**config.mk**
```make
export PLATFORM = sky130hd
export DESIGN_NAME = game_ctrl
export DESIGN_NICKNAME = d
export VERILOG_FILES = /design/src/rtl/game_ctrl.sv
export SDC_FILE = /design/constraint.sdc
export NUM_CORES = 1
export LEC_CHECK = 0
export BUFFER_PORTS_ARGS = -buffer_cell sky130_fd_sc_hd__buf_2
export CORE_MARGIN = 2
export CORE_UTILIZATION = 47
export CTS_BUF_LIST = sky130_fd_sc_hd__clkbuf_4 sky130_fd_sc_hd__clkbuf_8 sky130_fd_sc_hd__clkbuf_16
export DETAILED_ROUTE_END_ITERATION = 16
export GPL_ROUTABILITY_DRIVEN = 1
export GPL_TIMING_DRIVEN = 0
export PLACE_DENSITY_LB_ADDON = 0.05
export SLEW_MARGIN = 20
export SYNTH_ARGS = -nofsm -noshare
export SYNTH_HDL_FRONTEND = slang
export SYNTH_SLANG_ARGS = --single-unit
```
**constraint.sdc**
```tcl
create_clock -name clka -period 1.8 [get_ports clka]
set_input_delay 0.54 -clock clka [delete_from_list [all_inputs] [get_ports clka]]
set_output_delay 0.54 -clock clka [all_outputs]
set_load 0.05 [all_outputs]
```
**src/rtl/game_ctrl.sv**
```systemverilog
// rtl/game_ctrl.sv - game sequencer: button conditioning, gravity, landing/clear/game-over FSM
// Optional pause on btn_start while in MOVE is compiled in with `define PAUSE_EN.
module game_ctrl #(
    parameter int DROP_TICKS   = 16,
    parameter int CLEAR_CYCLES = 2
) (
    input  logic        clka,
    input  logic        restart_n,
    input  logic        btn_left,
    input  logic        btn_right,
    input  logic        btn_rotate,
    input  logic        btn_start,
    input  logic        touched,
    input  logic        error_in,
    input  logic [31:0] board_in,
    output logic [3:0]  state,
    output logic [1:0]  move,
    output logic        drop,
    output logic [7:0]  pieces,
    output logic        paused
);

    localparam int GW = $clog2(DROP_TICKS);
    localparam int CW = (CLEAR_CYCLES > 1) ? $clog2(CLEAR_CYCLES) : 1;

    localparam int B_LEFT  = 0;
    localparam int B_RIGHT = 1;
    localparam int B_ROT   = 2;
    localparam int B_START = 3;

    localparam logic [1:0] MV_LEFT   = 2'd0;
    localparam logic [1:0] MV_RIGHT  = 2'd1;
    localparam logic [1:0] MV_ROTATE = 2'd2;
    localparam logic [1:0] MV_IDLE   = 2'd3;

    typedef enum logic [3:0] {
        S_GEN      = 4'd0,
        S_MOVE     = 4'd1,
        S_LAND     = 4'd2,
        S_CLEAR    = 4'd3,
        S_NEWBOARD = 4'd4,
        S_GAMEOVER = 4'd5
    } state_t;

    state_t        cur, nxt;
    logic [1:0]    move_nxt;
    logic          drop_nxt;
    logic [7:0]    pieces_nxt;
    logic [GW-1:0] grav_cnt, grav_nxt;
    logic [CW-1:0] clr_cnt, clr_nxt;
    logic          pause_act;

    logic [3:0] btn_raw;
    logic [3:0] sync1, sync2, sync3;
    logic [3:0] edge_q;

    // Only the top row of the board decides game over.
    logic unused_board;
    assign unused_board = ^board_in[31:4];

    assign btn_raw = {btn_start, btn_rotate, btn_right, btn_left};
    assign state   = cur;

    // Edge pulses are registered so every consumer sees a clean one-cycle strobe.
    always_ff @(posedge clka or negedge restart_n) begin
        if (!restart_n) begin
            sync1  <= '0;
            sync2  <= '0;
            sync3  <= '0;
            edge_q <= '0;
        end else begin
            sync1  <= btn_raw;
            sync2  <= sync1;
            sync3  <= sync2;
            edge_q <= sync2 & ~sync3;
        end
    end

`ifdef PAUSE_EN
    logic paused_q, paused_nxt;

    always_comb begin
        paused_nxt = paused_q;
        if (cur == S_MOVE && edge_q[B_START]) begin
            paused_nxt = ~paused_q;
        end
    end

    always_ff @(posedge clka or negedge restart_n) begin
        if (!restart_n) begin
            paused_q <= 1'b0;
        end else begin
            paused_q <= paused_nxt;
        end
    end

    assign pause_act = paused_q;
    assign paused    = paused_q;
`else
    assign pause_act = 1'b0;
    assign paused    = 1'b0;
`endif

    always_comb begin
        nxt        = cur;
        move_nxt   = MV_IDLE;
        drop_nxt   = 1'b0;
        pieces_nxt = pieces;
        grav_nxt   = grav_cnt;
        clr_nxt    = clr_cnt;
        case (cur)
            S_NEWBOARD: begin
                if (edge_q[B_START]) begin
                    nxt = S_GEN;
                end
            end
            S_GEN: begin
                nxt      = S_MOVE;
                grav_nxt = '0;
            end
            S_MOVE: begin
                if (!pause_act) begin
                    if (touched) begin
                        nxt = S_LAND;
                    end
                    if (edge_q[B_ROT]) begin
                        move_nxt = MV_ROTATE;
                    end else if (edge_q[B_LEFT]) begin
                        move_nxt = MV_LEFT;
                    end else if (edge_q[B_RIGHT]) begin
                        move_nxt = MV_RIGHT;
                    end
                    // A wrap on the landing cycle is not shown, so drop never lands in LAND.
                    if (grav_cnt == GW'(DROP_TICKS - 1)) begin
                        grav_nxt = '0;
                        drop_nxt = ~touched;
                    end else begin
                        grav_nxt = grav_cnt + GW'(1);
                    end
                end
            end
            S_LAND: begin
                nxt     = S_CLEAR;
                clr_nxt = '0;
                if (pieces != 8'hFF) begin
                    pieces_nxt = pieces + 8'd1;
                end
            end
            S_CLEAR: begin
                if (clr_cnt == CW'(CLEAR_CYCLES - 1)) begin
                    if (error_in || (board_in[3:0] != 4'd0)) begin
                        nxt = S_GAMEOVER;
                    end else begin
                        nxt = S_GEN;
                    end
                end else begin
                    clr_nxt = clr_cnt + CW'(1);
                end
            end
            S_GAMEOVER: begin
                if (edge_q[B_START]) begin
                    nxt        = S_NEWBOARD;
                    pieces_nxt = 8'd0;
                end
            end
            default: begin
                nxt = S_NEWBOARD;
            end
        endcase
    end

    always_ff @(posedge clka or negedge restart_n) begin
        if (!restart_n) begin
            cur      <= S_NEWBOARD;
            move     <= MV_IDLE;
            drop     <= 1'b0;
            pieces   <= 8'd0;
            grav_cnt <= '0;
            clr_cnt  <= '0;
        end else begin
            cur      <= nxt;
            move     <= move_nxt;
            drop     <= drop_nxt;
            pieces   <= pieces_nxt;
            grav_cnt <= grav_nxt;
            clr_cnt  <= clr_nxt;
        end
    end

endmodule
```
# Word level (Yosys, flattened, before mapping)
# Index checks and enable logic that the tools add are counted.
# classes
add_sub_neg	3
n_eq_ne	12
muxes	19
n_bitwise	3
reduce_logical	8
# op_table
op	count
$pmux 4 s6	1
$mux 4	5
$mux 8	2
$pmux 8 s2	1
$ne 2x2->1 const B	5
$add 8x1->8 const B	1
$eq 4x2->1 const B	2
$eq 4x3->1 const B	2
$mux 2	4
$ne 8x8->1 const B	1
$pmux 4 s2	1
$reduce_bool 2->1	3
$add 4x1->4 const B	1
$and 4x4->4	1
$eq 4x1->1 const B	1
$eq 4x4->1 const B	1
$logic_not 4->1	1
$not 4->4	1
$reduce_and 4->1	1
$reduce_bool 4->1	1
$mux 1	3
$mux 3	1
$reduce_and 3->1	1
$pmux 1 s2	1
3 further kinds	3
# word_totals
regBits	36
input_bits	40
out_inout_bits	16
word_cells	55

# Depth between registers and ports, before layout
# logic_depth
word_depth	5
ltp_mapped	6
ltp_nobuf	5

# Worst setup path before layout
# No wires, ideal clock.
# synth_timing
kind	reg2reg
from	reg pieces[0]
to	reg pieces[5]
setup_ns	0.124
arrival_time_ns	1.703
t_required_ns	1.676
setup_slack_ns	-0.027
path_stages_with_launch	7
n_path_buf	1
period_less_slack_ns	1.827
cell_sequence	dfrtp_1 -> ha_1 -> nand3_2 -> o21ai_2 -> buf_6 -> nor2_1 -> a211o_1
# synth_between
elab_chain_cells	3
elab_cells_between_ends	6
# synth_lines
element	line_no	source
from (decl)	19	output logic [7:0] pieces,
from (signal assigned)	184	pieces <= pieces_nxt;
$add 8x1->8 / $ne 8x8->1 (equally long branches)	146, 145	
$mux 8 / $ne 2x2->1 (equally long branches)	n/a	
$pmux 8 s2 / $reduce_and 3->1 (equally long branches)	n/a	
# Several ways; a longest one is shown, not always the timed one. The select of a mux whose other input is x is not followed.
# A chain may end at the register's enable or synchronous reset.

# Worst setup path after layout
# layout_timing
from	reg pieces[4]
to	out pieces[4]
# No word-level cell between the ends.

==> results.json <==
{
  "grt_pass1_wl_mm": 4.35,
  "worstRegToRegCells": 5,
  "die_area_um2": 3560,
  "startpoint_type": "register",
  "synthFlopType": "dfrtp_1",
  "yosys.area.top_type": "dfrtp_1",
  "cp-end-kind": "primary output",
  "ir_drop_mv": 0.948,
  "setup_tns_ps": 0,
  "grt_pass1_vias": 1003,
  "drive_gt1_share_pct": 32.9,
  "first_pass_iters": 4,
  "grt-ovfl-total": 0,
  "wire_per_inst_um": 12.1,
  "path_buf_inv": 1,
  "antenna_found_initial": 0,
  "status": "finished clean",
  "min_period_ps": 1660,
  "slowest_stage": "dfrtp_1",
  "drv_cap": 0,
  "p_leak_uw": 0.000832,
  "relSlewSlack_pct": 51.2,
  "fin_crit_sh_pct": 92.3,
  "avgSynthCellArea_um2": 11.1,
  "core_um2": 3000,
  "cp_max_fo": 8,
  "drv_slew": 0,
  "gp_congestion": 0.789,
  "nFillCells": 265,
  "io_buffers": 25,
  "fmax_mhz": 602,
  "synthTopCellsByArea": "dfrtp_1 (55%), dfstp_2 (5.4%), nand3_1 (3.4%)",
  "met2_usage_pct": 25.5,
  "rsz0062_at_grt": "false",
  "ys_ff_latch": 35,
  "critPathTopFamily": "flip-flops",
  "r2r-start": "state[2]",
  "via_per_inst": 5.36,
  "clock_path_buffers": 2,
  "cts_tree": "yes",
  "crit_arrival_ps": 1120,
  "clk_pin_slew_worst_paths_ps": 110,
  "cts_buffers": 5,
  "ff2ff_setup_slack_ps": 190,
  "clock_sinks": 35,
  "cts_root_buffer": "clkbuf_4",
  "fin_nets": 208,
  "clock_latency_ps": 330,
  "grt_max_degree": 36,
  "busiest_layer": "met2",
  "setup_viol": 0,
  "drtAntennaViolNets": 0,
  "drt-total-wl_mm": 2.41,
  "synth_top_area_share_pct": 54.9,
  "yosysWarningCount": 0,
  "power.density_nw_per_um2": 1520,
  "synth_enable_flop_cells": 0,
  "skew_ps": 2.81,
  "dp_hpwl_mm": 1.71,
  "pin_count": 56,
  "hold_class": "input port to async pin",
  "synth.distinct_cells": 36,
  "timing.hold.ws_ps": 258,
  "grt_util_met1_pct": 21.2,
  "hold_viol": 0,
  "slowest_delay_ps": 480,
  "required_ps": 1260,
  "async_flop_share_pct": 100,
  "groute.usage.overall_pct": 16.9,
  "first_iter_violations": 44,
  "n_antenna_cell": 0,
  "drc": 0,
  "yosysSeqAreaShare_pct": 60.3,
  "syn_area_um2": 1460,
  "worstPathCellList": "buf_2",
  "die_h_um": 59.7,
  "fp.dieW_um": 59.7,
  "ctsHoldBuffers": 0,
  "initial_core_util_pct": 48.5,
  "synth_cells": 131,
  "worst_pin_slew_ps": 732,
  "dr_total_vias": 1071,
  "fp-row-count": 20,
  "cts-htree-levels": 2,
  "criticalPathCategory": "register to primary output",
  "area_growth_pct": 18.6,
  "use_met3_pct": 5.41,
  "worstReg2RegEnd": "pieces[5]"
}
-- worst max path at each step --
stage | from | to | slack (ps) | depth (start not counted)
finish | pieces[4] | pieces[4] | 140 | 1
global route | pieces[4] | pieces[4] | 60 | 1
CTS | state[2] | state[2] | 40 | 1
detailed placement | pieces[0] | pieces[5] | 220 | 6
global placement | pieces[0] | pieces[5] | 260 | 6
floorplan | state[0] | pieces[3] | 120 | 5
-- cell families (layout without fill, tap and decap cells) --
logic type,count (synthesis),in the layout,share of synthesized area [%]
other,1,2,0.257
adder cells (fa/ha/maj),2,2,1.72
AND/OR/NAND/NOR,55,55,20.2
flip-flops,35,35,60.3
buffers and inverters,10,45,4.63
AO/OA/AOI/OAI,28,28,12.9
-- state kept, by name (all words and copies together), names as in the netlist --
| register | flops |
|---|---|
| grav_cnt | 4 |
| move | 2 |
| state | 3 |
| sync2 | 4 |
| clr_cnt | 1 |
| pieces | 8 |
| sync3 | 4 |
| sync1 | 4 |
| drop | 1 |
| edge_q | 4 |
-- placed cells by master, fill, tap and decap left out, types with 3 or more instances in the layout --
cell / instances
a21oi_1: 5
inv_1: 5
dfrtp_1: 30
a22o_1: 3
nand3_1: 10
or3_1: 3
o21ai_0: 8
nor2b_1: 4
buf_4: 5
clkbuf_4: 5
dfstp_2: 3
buf_6: 3
buf_2: 24
nand2_1: 11
nor3_1: 6
nor2_1: 8
-- synthesized netlist by cell type, types with 4 or more instances --
| cell | count |
|---|---|
| nor2_1 | 8 |
| nand3_1 | 10 |
| inv_1 | 5 |
| nor3_1 | 6 |
| dfrtp_1 | 32 |
| o21ai_0 | 8 |
| nor2b_1 | 4 |
| a21oi_1 | 5 |
| nand2_1 | 11 |
-- through the flow --
stage	cell area [um^2]	instances	worst slack (ps)	util, %	total power, uW
finish	1730	200	139	57.6	2630
global route	1730	200	60.7	57.6	2820
CTS	1710	198	35.5	57.1	2630
detailed placement	1630	190	224	54.3	2070
global placement	1630	190	256	54.3	2030
floorplan	1460	132	118	-	1840
-- metal layers --
metal	share of wire, %	up-vias
met5	0	-
met1	47	508
met3	4.9	4
met4	1.3	0
li1	-	531
met2	46	28
-- repair_timing --
action                     CTS  global route
setup buffers                0             2
setup endpoints to repair    1             1
resized for setup            1             0
-- area by class of cell --
type	count	area, um^2	area share, %
Buffer	5	48.8	2.82
Clock buffer	5	37.5	2.17
Clock inverter	3	43.8	2.53
Inverter	5	18.8	1.09
Multi-Input combinational cell	87	514	29.7
Sequential cell	35	882	51.0
Tap cell	33	41.3	2.39
Timing Repair Buffer	27	143	8.25
-- power by group --
| part | internal (uW) | switching, uW |
|---|---|---|
| logic | 349 | 625 |
| registers | 953 | 143 |
| clock network | 292 | 266 |
Note: power is estimated with default switching activity, not from simulation.
